## src/rtl/sseg_pkg.sv

```systemverilog
// Shared types and segment font for the seven-segment scan driver.
// Segment patterns are active low, bit 6 = a ... bit 0 = g.
package sseg_pkg;

    typedef logic [6:0] seg_t;

    localparam seg_t SEG_BLANK = 7'b1111111;

    localparam seg_t SEG_TABLE [16] = '{
        7'b0000001, 7'b1001111, 7'b0010010, 7'b0000110,
        7'b1001100, 7'b0100100, 7'b0100000, 7'b0001111,
        7'b0000000, 7'b0000100, 7'b0001000, 7'b1100000,
        7'b0110001, 7'b1000010, 7'b0110000, 7'b0111000
    };

endpackage

```

## src/rtl/hex2sseg.sv

```systemverilog
// Combinational digit decoder: 4-bit code to active-low segments.
// In decimal mode the codes 10-15 render as "0".
module hex2sseg
    import sseg_pkg::*;
(
    input  logic [3:0] code,
    input  logic       hex_en,
    output seg_t       seg
);

    assign seg = (!hex_en && code > 4'd9) ? SEG_TABLE[0] : SEG_TABLE[code];

endmodule

```

## src/rtl/sseg_scan_driver.sv

```systemverilog
// Time-multiplexed common-anode seven-segment driver with PWM brightness,
// leading-zero suppression and tear-free (frame-boundary) value updates.
module sseg_scan_driver
    import sseg_pkg::*;
#(
    parameter int NUM_DIGITS  = 8,
    parameter int DIGIT_CNT_W = 17
) (
    input  logic                    clk,
    input  logic                    rst,
    input  logic [4*NUM_DIGITS-1:0] value,
    input  logic [NUM_DIGITS-1:0]   dp_in,
    input  logic [NUM_DIGITS-1:0]   blank_in,
    input  logic                    hex_en,
    input  logic                    lzs_en,
    input  logic                    load,
    input  logic [3:0]              bright,
    output logic                    busy,
    output logic                    frame_start,
    output logic [NUM_DIGITS-1:0]   an,
    output logic [6:0]              sseg,
    output logic                    dp
);

    localparam int IDX_W = (NUM_DIGITS > 1) ? $clog2(NUM_DIGITS) : 1;
    localparam logic [IDX_W-1:0] LAST_IDX = IDX_W'(NUM_DIGITS - 1);
    localparam logic [NUM_DIGITS-1:0] ONE_HOT0 = NUM_DIGITS'(1);

    logic [DIGIT_CNT_W-1:0]  cnt;
    logic [IDX_W-1:0]        idx;
    logic                    first;
    logic                    boundary;

    logic [4*NUM_DIGITS-1:0] act_value, sh_value;
    logic [NUM_DIGITS-1:0]   act_dp, sh_dp;
    logic [NUM_DIGITS-1:0]   act_blank, sh_blank;
    logic                    act_hex, sh_hex;
    logic                    act_lzs, sh_lzs;

    logic [NUM_DIGITS-1:0]   lead_zero;
    logic                    above_zero;
    logic [3:0]              cur_code;
    seg_t                    cur_seg;
    logic                    dark;
    logic                    pwm_on;

    // The cycle right after reset counts as a frame boundary so the first
    // load can take effect without waiting a whole frame.
    assign boundary = first | ((&cnt) & (idx == LAST_IDX));

    always_ff @(posedge clk) begin
        if (rst) begin
            cnt   <= '0;
            idx   <= '0;
            first <= 1'b1;
        end else begin
            cnt   <= cnt + 1'b1;
            first <= 1'b0;
            if (&cnt)
                idx <= (idx == LAST_IDX) ? '0 : idx + 1'b1;
        end
    end

    // A load on the boundary itself bypasses the shadow entirely.
    always_ff @(posedge clk) begin
        if (rst) begin
            act_value <= '0;
            act_dp    <= '0;
            act_blank <= '1;
            act_hex   <= 1'b0;
            act_lzs   <= 1'b0;
            sh_value  <= '0;
            sh_dp     <= '0;
            sh_blank  <= '1;
            sh_hex    <= 1'b0;
            sh_lzs    <= 1'b0;
            busy      <= 1'b0;
        end else if (load && boundary) begin
            act_value <= value;
            act_dp    <= dp_in;
            act_blank <= blank_in;
            act_hex   <= hex_en;
            act_lzs   <= lzs_en;
            busy      <= 1'b0;
        end else if (load) begin
            sh_value  <= value;
            sh_dp     <= dp_in;
            sh_blank  <= blank_in;
            sh_hex    <= hex_en;
            sh_lzs    <= lzs_en;
            busy      <= 1'b1;
        end else if (boundary && busy) begin
            act_value <= sh_value;
            act_dp    <= sh_dp;
            act_blank <= sh_blank;
            act_hex   <= sh_hex;
            act_lzs   <= sh_lzs;
            busy      <= 1'b0;
        end
    end

    // A digit is a leading zero when it and every digit above it are zero.
    always_comb begin
        lead_zero  = '0;
        above_zero = 1'b1;
        for (int i = NUM_DIGITS - 1; i > 0; i--) begin
            above_zero   = above_zero & (act_value[4*i +: 4] == 4'd0);
            lead_zero[i] = above_zero;
        end
    end

    assign cur_code = act_value[{idx, 2'b00} +: 4];
    assign dark     = act_blank[idx] | (act_lzs & lead_zero[idx]);
    assign pwm_on   = cnt[DIGIT_CNT_W-1 -: 4] <= bright;

    hex2sseg u_dec (
        .code   (cur_code),
        .hex_en (act_hex),
        .seg    (cur_seg)
    );

    always_ff @(posedge clk) begin
        if (rst) begin
            an          <= '1;
            sseg        <= SEG_BLANK;
            dp          <= 1'b1;
            frame_start <= 1'b0;
        end else begin
            an          <= (!dark && pwm_on) ? ~(ONE_HOT0 << idx) : '1;
            sseg        <= dark ? SEG_BLANK : cur_seg;
            dp          <= dark | ~act_dp[idx];
            frame_start <= (cnt == '0) && (idx == '0);
        end
    end

endmodule

```

## config.mk

```make
export PLATFORM = sky130hd
export DESIGN_NAME = sseg_scan_driver
export DESIGN_NICKNAME = d
export VERILOG_FILES = /design/src/rtl/sseg_pkg.sv /design/src/rtl/hex2sseg.sv /design/src/rtl/sseg_scan_driver.sv
export SDC_FILE = /design/constraint.sdc
export NUM_CORES = 1
export LEC_CHECK = 0
export ABC_AREA = 1
export ABC_CLOCK_PERIOD_IN_PS = 2750
export CORE_UTILIZATION = 45
export DETAILED_ROUTE_END_ITERATION = 12
export HOLD_SLACK_MARGIN = 0.03
export PLACE_DENSITY = 0.66
export SLEW_MARGIN = 20
export SYNTH_ARGS = -nofsm -noshare
export SYNTH_HDL_FRONTEND = slang
export SYNTH_SLANG_ARGS = --single-unit
```

## constraint.sdc

```tcl
create_clock -name clk -period 2.75 [get_ports clk]
set_clock_uncertainty 0.05 [all_clocks]
set_input_delay 0.275 -clock clk [delete_from_list [all_inputs] [get_ports clk]]
set_output_delay 0.275 -clock clk [all_outputs]
set_load 0.02 [all_outputs]
```

==> results of run 1 <==
==> through the flow <==
step | setup slack [ns] | hold WS, ns | util, % | instances
after floorplan | 0.233 | 0.253 | - | 862
after global placement | 0.0694 | 0.385 | 52.7 | 1083
after detailed placement | 0.0222 | 0.393 | 52.7 | 1083
after CTS | 0.0375 | 0.271 | 57.1 | 1116
after global routing | 0.0173 | 0.320 | 58.6 | 1125
final | 0.168 | 0.305 | 58.6 | 1125
==> area by class of cell <==
| cell class | count | area share, % |
|---|---|---|
| Sequential cell | 139 | 34.4 |
| Inverter | 70 | 3.29 |
| Clock buffer | 20 | 5.63 |
| Multi-Input combinational cell | 600 | 38.7 |
| Timing Repair Buffer | 104 | 13.5 |
| Clock inverter | 12 | 1.71 |
| Tap cell | 180 | 2.78 |
==> sequential cells by signal, summed over array words and instances (netlist names), 3 cells and up <==
signal	count
act_value	32
sh_value	32
cnt	17
act_blank	8
act_dp	8
an	8
sh_blank	8
sh_dp	8
sseg	7
idx	3
==> placed cells by master, fill, tap and decap left out, types with 3 or more instances in the layout <==
master / count
o21ai_0: 61
nor2_4: 5
o21ai_1: 13
clkdlybuf4s50_1: 73
inv_6: 3
nand3_1: 55
a21oi_1: 109
nor2_2: 3
buf_4: 18
inv_2: 8
ha_1: 17
clkbuf_16: 20
nand2_2: 7
buf_6: 4
nand2_4: 4
nor2_1: 33
dfxtp_1: 137
clkinvlp_4: 5
nor3_1: 3
nand2_1: 203
nand3b_1: 5
inv_1: 59
o22ai_1: 42
nand4_1: 11
buf_12: 5
nand3_2: 5
a21oi_2: 5
==> cells in the mapped netlist (2+ instances only) <==
library cell / count / area (sq um)
buf_4: 3 / 22.5
o21ai_0: 64 / 320
nor3_1: 5 / 25.0
nor4_1: 2 / 12.5
buf_2: 16 / 80.1
nor2_2: 2 / 12.5
ha_1: 19 / 238
nand2_4: 4 / 45.0
nand4_1: 11 / 68.8
nand3_2: 5 / 50.1
xnor2_1: 2 / 17.5
dfxtp_1: 139 / 2780
nor2_1: 37 / 139
clkbuf_1: 27 / 101
nand3_1: 56 / 280
nand3b_1: 5 / 37.5
nand2_2: 5 / 31.3
o21bai_1: 2 / 15.0
buf_6: 5 / 56.3
a21oi_1: 113 / 566
clkinv_1: 2 / 7.51
inv_2: 6 / 22.5
nand2_1: 205 / 769
inv_1: 62 / 233
clkbuf_2: 3 / 15.0
o21ai_1: 10 / 50.1
o22ai_1: 42 / 263
==> cell families after synthesis <==
family	count (synthesis)	synth area share (%)
AO/OA/AOI/OAI	235	19.6
XOR/XNOR	3	0.413
adder cells (fa/ha/maj)	19	3.74
buffers and inverters	124	8.46
flip-flops	139	43.7
AND/OR/NAND/NOR	342	24.0
==> power groups by stage <==
stage / Combinational [uW] / Clock (uW) / Sequential, uW
after floorplan: 333 / 0 / 2210
after global placement: 548 / 0 / 2210
after detailed placement: 549 / 0 / 2210
after CTS: 555 / 2320 / 2170
after global routing: 651 / 2410 / 2180
final: 588 / 2280 / 2170
==> worst paths after layout <==
path              startpoint           end  cells past startpoint
setup / recovery      cnt[0]  sh_value[26]                     16
hold / removal           rst       cnt[10]                      4
setup reg to reg      cnt[0]  sh_value[26]                     16
hold reg to reg       cnt[0]        cnt[0]                      1
==> per-layer routing <==
| metal | share of wire [%] | routed length, microns | track usage [%] | vias up |
|---|---|---|---|---|
| li1 | - | - | - | 3043 |
| met1 | 47 | 7510 | 29.3 | 2756 |
| met2 | 47 | 7540 | 35.7 | 142 |
| met3 | 4.0 | 637 | 4.61 | 19 |
| met4 | 1.8 | 284 | 10.2 | 0 |
| met5 | 0 | 0 | 0 | - |
==> worst register-to-register path, delay by kind of cell, from the launching register on <==
kind                     cells  cell delay [ns]
flip-flops                   1             0.35
AO/OA/AOI/OAI                1             0.16
buffers and inverters        4             0.57
AND/OR/NAND/NOR              9             1.05
adder cells (fa/ha/maj)      2             0.35
==> repair_timing <==
action | in CTS | in global routing
pin swaps | 1 | 7
endpoints found under the setup margin | 4 | 100
gates cloned | 1 | 3
resized for setup | 0 | 30
hold endpoints to repair | 0 | 0
setup buffers | 0 | 7
==> run summary, run 1 <==
### Status
* **outcome** completed

### Min path
* **type of the worst min-delay path** in2reg

### Synth
* **sequential cell area fraction in the yosys report** 43.7%
* **netlist area before placement** 6360 sq um
* **count of cell types in the netlist** 37
* **Mean Syn Cell Area** 7.38 sq um
* **count of synthesis-stage warnings from yosys** 0
* **number of enable flip-flop cells after synthesis** 0
* **Mapped Cells** 862
* **commonest register cell after synthesis** dfxtp_1
* **register bit total from synthesis** 139
* **fraction of registers with async set or reset after synthesis** 0%
* **Mapped Nets** 938

### Drt
* **routed wirelength normalized by instance count** 14.2 microns
* **number of vias per cell after detailed routing** 5.30
* **via count** 5,960
* **DRT iter0 DRCs** 453
* **final wirelength** 16,000 microns
* **number of remaining DRC errors** 0
* **remaining antenna violation count** 0
* **first-pass iteration count of the detailed router** 6

### Setup path
* **arrival time worst endpoint** 2.88 ns
* **R2R Setup Slk** 0.17 ns
* **Worst path top cell family by delay** simple AND/OR/NAND/NOR gates
* **crit start category** flip-flop
* **category of the most critical setup path** reg2reg
* **Req. time, crit path** 3.05 ns
* **number of buffer and inverter instances along the worst setup path** 4
* **endpoint type of the worst setup path** flip-flop
* **most numerous cell on the critical path** inv_2
* **peak fanout along the critical path** 31
* **slowest cell on the critical path** dfxtp_4
* **peak per-stage delay on the critical path** 0.35 ns
* **cells along the critical path** ha_4 -> nand3_4 -> nor3_4 -> inv_2 -> nor2_4 -> nand2_2 -> nor3_2 -> ha_2 -> nand2_2 -> inv_2 -> nor2_2 -> inv_2 -> nor2_4 -> buf_6 -> nand2_1 -> a21oi_1

### Timing
* **Min Clock Period, post-route** 2.58 ns
* **count of final setup violators** 0
* **total negative setup slack** 0 ns
* **Final Slew Violations** 0
* **RSZ-0062 raised after global routing** false
* **maximum clock frequency** 387 MHz
* **Final Hold Vio Count** 0
* **normalized max-slew margin** 52.9%
* **ratio of final minimum period to clock period** 93.9%
* **actual transition at the worst max-transition pin** 0.707 ns

### Global routing
* **total routing usage reported by global routing** 22.5%
* **first-pass GRT wire length** 25,700 microns
* **GRT Residual Overflow** 0
* **via count of the first global-routing pass** 5,292
* **antenna violations before repair** 0
* **largest net degree at the start of global routing** 63

### Power and ir drop
* **relative contribution of combinational cells to total power** 11.7%
* **highest ir drop seen on vdd** 426 uV
* **internal power** 3770 uW
* **Design Power** 5040 uW
* **leakage power total** 0.00319 uW
* **switching power share of the total** 25.3%
* **Sequential Power Share** 43.1%
* **Net Switching** 1280 uW
* **portion of total power attributed to the clock network** 45.3%
* **ratio of total power to cell area** 622 nW/um^2

### Clocking
* **clock-pin slew on the worst setup and hold paths** 0.06 ns
* **maximum root-to-sink buffer count** 2
* **hold-fix buffers at CTS** 0
* **CTS Buf Count** 17
* **buffer cell driving the clock tree root** clkbuf_16
* **Clock Latency Late Sink** 0.43 ns
* **H-tree levels** 4
* **TritonCTS clock tree** yes
* **total number of clock tree sinks** 139

### Floorplan
* **core region area** 13,800 sq um
* **die boundary height** 121 microns
* **I/O pin cnt** 75
* **num rows** 43
* **die extent in x** 121 microns
* **total die area** 14,600 sq um
* **initial standard-cell utilization of the core** 46.0%

### Placed design
* **Final GP Congestion** 0.878
* **count of buffers inserted at the top-level ports** 74
* **detailed placement HPWL** 10,100 microns
* **Area after DPL** 7290 sq um

### Layout
* **final-stage net count** 1,008
* **diode insertion count for antenna repair** 0
* **total area of multi-input combinational cells** 3140 sq um
* **area of all placed cells without fillers** 8110 sq um
* **filler cell count in the final layout** 1,291
* **ratio of cells with drive above 1 in the final layout** 11.6%
* **Seq. cell area** 2790 sq um
* **area growth from synthesis to layout** 27.4%

### Job
* **number of max-cap violations** 0

No activity file was read; power rests on OpenSTA's default activity.
==> run 2, diff against run 1 <==
- CORE_MARGIN: unset -> 8
- CORE_UTILIZATION: 45 -> 50
- PLACE_DENSITY: 0.66 -> 0.73
- SLEW_MARGIN: 20 -> unset
==> run summary, run 2 (synthesized netlist as in run 1, its figures left out) <==
### Status
* **outcome** completed

### Drt
* **DRT iter0 DRCs** 620, +37%
* **via count** 5,898, -1.0%
* **routed wirelength normalized by instance count** 14.2 microns, -0.34%
* **final wirelength** 15,700 microns, -1.7%
* **routed length on met2** 7210 microns, -4.4%
* **first-pass iteration count of the detailed router** 5, -1
* **number of remaining DRC errors** 0, unchanged
* **number of vias per cell after detailed routing** 5.31, +0.30%
* **remaining antenna violation count** 0, unchanged
* **Met3 Wirelength** 892 microns, +40%
* **highest routed layer** met4
* **Post-Route M1 WL** 7410 microns, -1.4%

### Timing
* **maximum clock frequency** 388 MHz, +0.24%
* **actual transition at the worst max-transition pin** 0.703 ns, -0.00426 ns
* **Final Slew Violations** 0, unchanged
* **smallest hold slack** 0.297 ns, -0.00765 ns
* **count of final setup violators** 0, unchanged
* **normalized max-slew margin** 53.2%, +0.28 points
* **Final Hold Vio Count** 0, unchanged
* **crit path setup slack, layout** 0.174 ns, +0.00626 ns
* **Min Clock Period, post-route** 2.58 ns, -0.00626 ns
* **ratio of final minimum period to clock period** 93.7%, -0.23 points

### Setup path
* **cells along the critical path** ha_2 -> nand3_1 -> nor3_2 -> inv_1 -> nor2_2 -> nand2_2 -> nor3_2 -> ha_2 -> nand2_1 -> inv_2 -> nor2_2 -> nor2_4 -> buf_12 -> buf_4 -> clkbuf_16 -> a21oi_1
* **crit start category** flip-flop
* **category of the most critical setup path** reg2reg
* **peak fanout along the critical path** 27, -13%
* **peak per-stage delay on the critical path** 0.33 ns, -0.02 ns
* **endpoint type of the worst setup path** flip-flop
* **slowest cell on the critical path** dfxtp_2
* **arrival time worst endpoint** 2.83 ns, -0.05 ns
* **Req. time, crit path** 3.00 ns, -0.05 ns

### Floorplan
* **initial standard-cell utilization of the core** 50.8%, +4.8 points
* **die extent in x** 129 microns, +6.5%
* **die boundary height** 129 microns, +6.5%
* **core region area** 12,500 sq um, -9.5%
* **I/O pin cnt** 75, unchanged
* **total die area** 16,600 sq um, +13%
* **num rows** 41, -4.7%

### Layout
* **commonest cells after routing, fill and taps aside** 204 x nand2_1, 138 x dfxtp_1, 113 x a21oi_1
* **diode insertion count for antenna repair** 0, unchanged
* **area growth from synthesis to layout** 25.4%
* **final cell count without fillers** 1,110, -1.3%
* **ratio of cells with drive above 1 in the final layout** 9.91%, -1.7 points
* **largest registers ranked by flip-flop count** act_value: 32 flops, sh_value: 32 flops, cnt: 17 flops
* **final-stage net count** 1,003, -0.50%
* **leading cell type in the layout, fill and taps excluded** nand2_1

### Clocking
* **TritonCTS clock tree** yes
* **total number of clock tree sinks** 139, unchanged
* **buffer cell driving the clock tree root** clkbuf_16
* **clock-pin slew on the worst setup and hold paths** 0.06 ns, about the same
* **Clock Latency Late Sink** 0.42 ns, about the same
* **maximum root-to-sink buffer count** 2, unchanged
* **hold-fix buffers at CTS** 0, unchanged
* **CTS Buf Count** 17, unchanged
* **H-tree levels** 4, unchanged

### Placed design
* **pre-CTS setup slack** 0.0956 ns, +0.0734 ns
* **detailed placement HPWL** 10,200 microns, +0.92%
* **count of buffers inserted at the top-level ports** 74, unchanged
* **number of placed instances, taps included** 1,075, -0.74%
* **Final GP Congestion** 0.876, -0.33%

### Global routing
* **first-pass GRT wire length** 25,400 microns, -1.3%
* **total routing usage reported by global routing** 18.9%, -3.5 points
* **via count of the first global-routing pass** 5,333, +0.77%
* **GRT Residual Overflow** 0, unchanged
* **largest net degree at the start of global routing** 63, unchanged
* **antenna violations before repair** 0, unchanged

### Job
* **number of max-cap violations** 0, unchanged

### Power and ir drop
* **ratio of total power to cell area** 632 nW/um^2, +1.6%
* **Design Power** 5040 uW, about the same
* **leakage power total** 0.00316 uW, -1.0%
* **highest ir drop seen on vdd** 416 uV, -2.5%

### Min path
* **type of the worst min-delay path** in2reg

## run 2: layout make-up
cell class | instances | area (sq um)
Sequential cell | 139 | 2780
Tap cell | 172 | 215
Multi-Input combinational cell | 599 | 3080
Clock inverter | 8 | 118
Inverter | 70 | 267
Timing Repair Buffer | 100 | 1040
Clock buffer | 22 | 474
Fill cell | 1125 | 4540
## run 2: timing repair
item	in CTS	in global routing
gates resized for setup	0	11
buffers inserted	0	3
endpoints found under the setup margin	0	100
## run 2: final timing paths
check | start | to | slack, ns | cells after the start
max | cnt[0] | act_hex | 0.17 | 16
min | rst | sseg[3] | 0.30 | 6
max reg2reg | cnt[0] | act_hex | 0.17 | 16
min reg2reg | cnt[0] | cnt[0] | 0.36 | 1
## run 2: layer usage
| layer | track usage (%) | vias to the layer above |
|---|---|---|
| li1 | - | 3017 |
| met4 | 6.36 | 0 |
| met5 | 0 | - |
| met1 | 24.7 | 2682 |
| met3 | 5.17 | 20 |
| met2 | 29.6 | 179 |
## run 2: metrics by stage
step                util [%]  area, sq um  setup TNS, ns
floorplan                  -         6360              0
global placement        58.0         7260              0
detailed placement      58.0         7260              0
CTS                     62.8         7860              0
global route            63.7         7980         -0.937
finish                  63.7         7980              0
## run 2: critical path: cells and delay by family, from the launching register on
family	cells	cell delay [ns]
buf+inv	5	0.60
flops	1	0.33
compound gates	1	0.09
simple gates	8	0.99
fa+ha+maj	2	0.37
## run 2: power breakdown
part,internal (uW),switching [uW]
Clock,1480,818
Sequential,2120,50.5
Combinational,254,322
==> run 3, diff against run 2 <==
- CORE_UTILIZATION: 50 -> 56
- PLACE_DENSITY: 0.73 -> 0.8
==> run summary, run 3 (synthesized netlist as in run 1, its figures left out) <==
### Min path
* **Hold Path End** cnt[10]
* **type of the worst min-delay path** in2reg
* **WHS Path Cells** 4, -2
* **hold path start** rst

### Clocking
* **Clock Latency Late Sink** 0.43 ns, about the same
* **TritonCTS clock tree** yes
* **clock-pin slew on the worst setup and hold paths** 0.06 ns, about the same
* **CTS Buf Count** 17, unchanged
* **buffer cell driving the clock tree root** clkbuf_16
* **H-tree levels** 4, unchanged
* **total number of clock tree sinks** 139, unchanged
* **maximum root-to-sink buffer count** 2, unchanged

### Setup path
* **peak per-stage delay on the critical path** 0.35 ns, +0.02 ns
* **R2R Setup Slk** 0.16 ns, about the same
* **launching instance or port of the critical path** cnt[0]
* **Worst path top cell family by delay** simple AND/OR/NAND/NOR gates
* **number of buffer and inverter instances along the worst setup path** 4, -1
* **Req. time, crit path** 3.05 ns, +0.05 ns
* **Critical R2R Launch** cnt[0]
* **number of cells on the critical path** 16, unchanged
* **peak fanout along the critical path** 21, -22%
* **category of the most critical setup path** reg2reg
* **cells along the critical path** ha_1 -> nand3_2 -> nor3_2 -> inv_1 -> nor2_2 -> nand2_2 -> nor3_2 -> ha_1 -> nand2_1 -> inv_2 -> nor2_2 -> nor2_4 -> buf_4 -> buf_12 -> o21ai_0 -> a21oi_1
* **worst flop-to-flop path endpoint** act_value[6]
* **slowest cell on the critical path** dfxtp_1
* **arrival time worst endpoint** 2.89 ns, +0.06 ns
* **number of cell instances on the worst register-to-register path** 16, unchanged
* **endpoint type of the worst setup path** flip-flop
* **crit start category** flip-flop

### Floorplan
* **core region area** 11,300 sq um, -9.9%
* **initial standard-cell utilization of the core** 56.4%, +5.6 points
* **die boundary height** 123 microns, -4.8%
* **I/O pin cnt** 75, unchanged
* **num rows** 39, -4.9%
* **total die area** 15,000 sq um, -9.4%
* **die extent in x** 123 microns, -4.8%

### Global routing
* **total routing usage reported by global routing** 21.7%, +2.7 points
* **GRT Residual Overflow** 0, unchanged
* **via count of the first global-routing pass** 5,671, +6.3%
* **largest net degree at the start of global routing** 63, unchanged
* **first-pass GRT wire length** 26,300 microns, +3.5%
* **antenna violations before repair** 0, unchanged

### Placed design
* **pre-CTS setup slack** 0.0821 ns, -0.0134 ns
* **number of placed instances, taps included** 1,044, -2.9%
* **Final GP Congestion** 0.903, +3.1%
* **detailed placement HPWL** 10,400 microns, +2.3%
* **count of buffers inserted at the top-level ports** 74, unchanged

### Timing
* **Min Clock Period, post-route** 2.59 ns, +0.0134 ns
* **Final Slew Violations** 0, unchanged
* **normalized max-slew margin** 53.9%, +0.72 points
* **maximum clock frequency** 386 MHz, -0.52%
* **Final Hold Vio Count** 0, unchanged
* **crit path setup slack, layout** 0.161 ns, -0.0134 ns
* **ratio of final minimum period to clock period** 94.2%, +0.49 points
* **actual transition at the worst max-transition pin** 0.692 ns, -0.0107 ns
* **count of final setup violators** 0, unchanged
* **total negative setup slack** 0 ns, unchanged

### Drt
* **first-pass iteration count of the detailed router** 5, unchanged
* **DRT iter0 DRCs** 610, -1.6%
* **final wirelength** 16,100 microns, +2.7%
* **remaining antenna violation count** 0, unchanged
* **number of vias per cell after detailed routing** 5.59, +5.2%
* **number of remaining DRC errors** 0, unchanged
* **routed wirelength normalized by instance count** 14.9 microns, +5.4%
* **via count** 6,049, +2.6%

### Layout
* **diode insertion count for antenna repair** 0, unchanged
* **largest registers ranked by flip-flop count** act_value: 32 flops, sh_value: 32 flops, cnt: 17 flops
* **area growth from synthesis to layout** 25.6%
* **final-stage net count** 1,002, -0.10%
* **final cell count without fillers** 1,082, -2.5%
* **leading cell type in the layout, fill and taps excluded** nand2_1
* **final core utilization** 70.9%, +7.1 points
* **commonest cells after routing, fill and taps aside** 204 x nand2_1, 139 x dfxtp_1, 113 x a21oi_1
* **ratio of cells with drive above 1 in the final layout** 9.90%, -0.011 points

### Power and ir drop
* **ratio of total power to cell area** 655 nW/um^2, +3.6%
* **Design Power** 5230 uW, +3.8%
* **highest ir drop seen on vdd** 536 uV, +29%
* **leakage power total** 0.00319 uW, +0.89%

### Status
* **outcome** completed

### Job
* **number of max-cap violations** 0, unchanged

==> run 3: worst max path at each step <==
stage / end / slack [ns]
floorplan: act_value[10] / 0.23
global placement: sh_value[18] / 0.20
detailed placement: sh_value[26] / 0.08
CTS: sh_value[26] / 0.02
global route: act_value[18] / -0.04
finish: act_value[6] / 0.16
==> run 3: final cells by class <==
class / instances / area, sq um
clock buffer: 19 / 443
timing repair buffer: 99 / 1040
sequential: 139 / 2780
fill: 934 / 3280
multi-input combinational: 599 / 3080
inverter: 70 / 267
tap: 143 / 179
clock inverter: 13 / 198
==> run 3: stage by stage <==
step                hold slack [ns]  instance area (sq um)
finish                        0.288                   7990
global route                  0.331                   7990
CTS                           0.283                   7880
detailed placement            0.394                   7240
global placement              0.380                   7240
floorplan                     0.253                   6360
==> run 3: tightest hold or removal path: stages <==
cell and delay, ns:
buf_2 0.09, inv_1 0.19, nand2_1 0.13, a21oi_1 0.03
==> run 3: routing by layer <==
metal  vias up  track usage (%)  part of all wire, %
li1       3017                -                    -
met1      2807             26.2                   44
met2       196             36.5                   49
met3        29             5.80                  5.5
met4         0             7.46                  1.8
met5         -                0                    0
==> run 3: what timing repair did <==
item                       in CTS  in global routing
setup endpoints to repair       0                100
gates resized for setup         0                  8
hold buffers                    0                  0
setup buffers                   0                  4
==> run 3: power by group <==
| part | leakage (uW) | internal [uW] | switching, uW | total [uW] |
|---|---|---|---|---|
| Combinational | 0.00173 | 250 | 323 | 574 |
| Clock | 0.000320 | 1620 | 863 | 2490 |
| Sequential | 0.00114 | 2120 | 53.9 | 2170 |
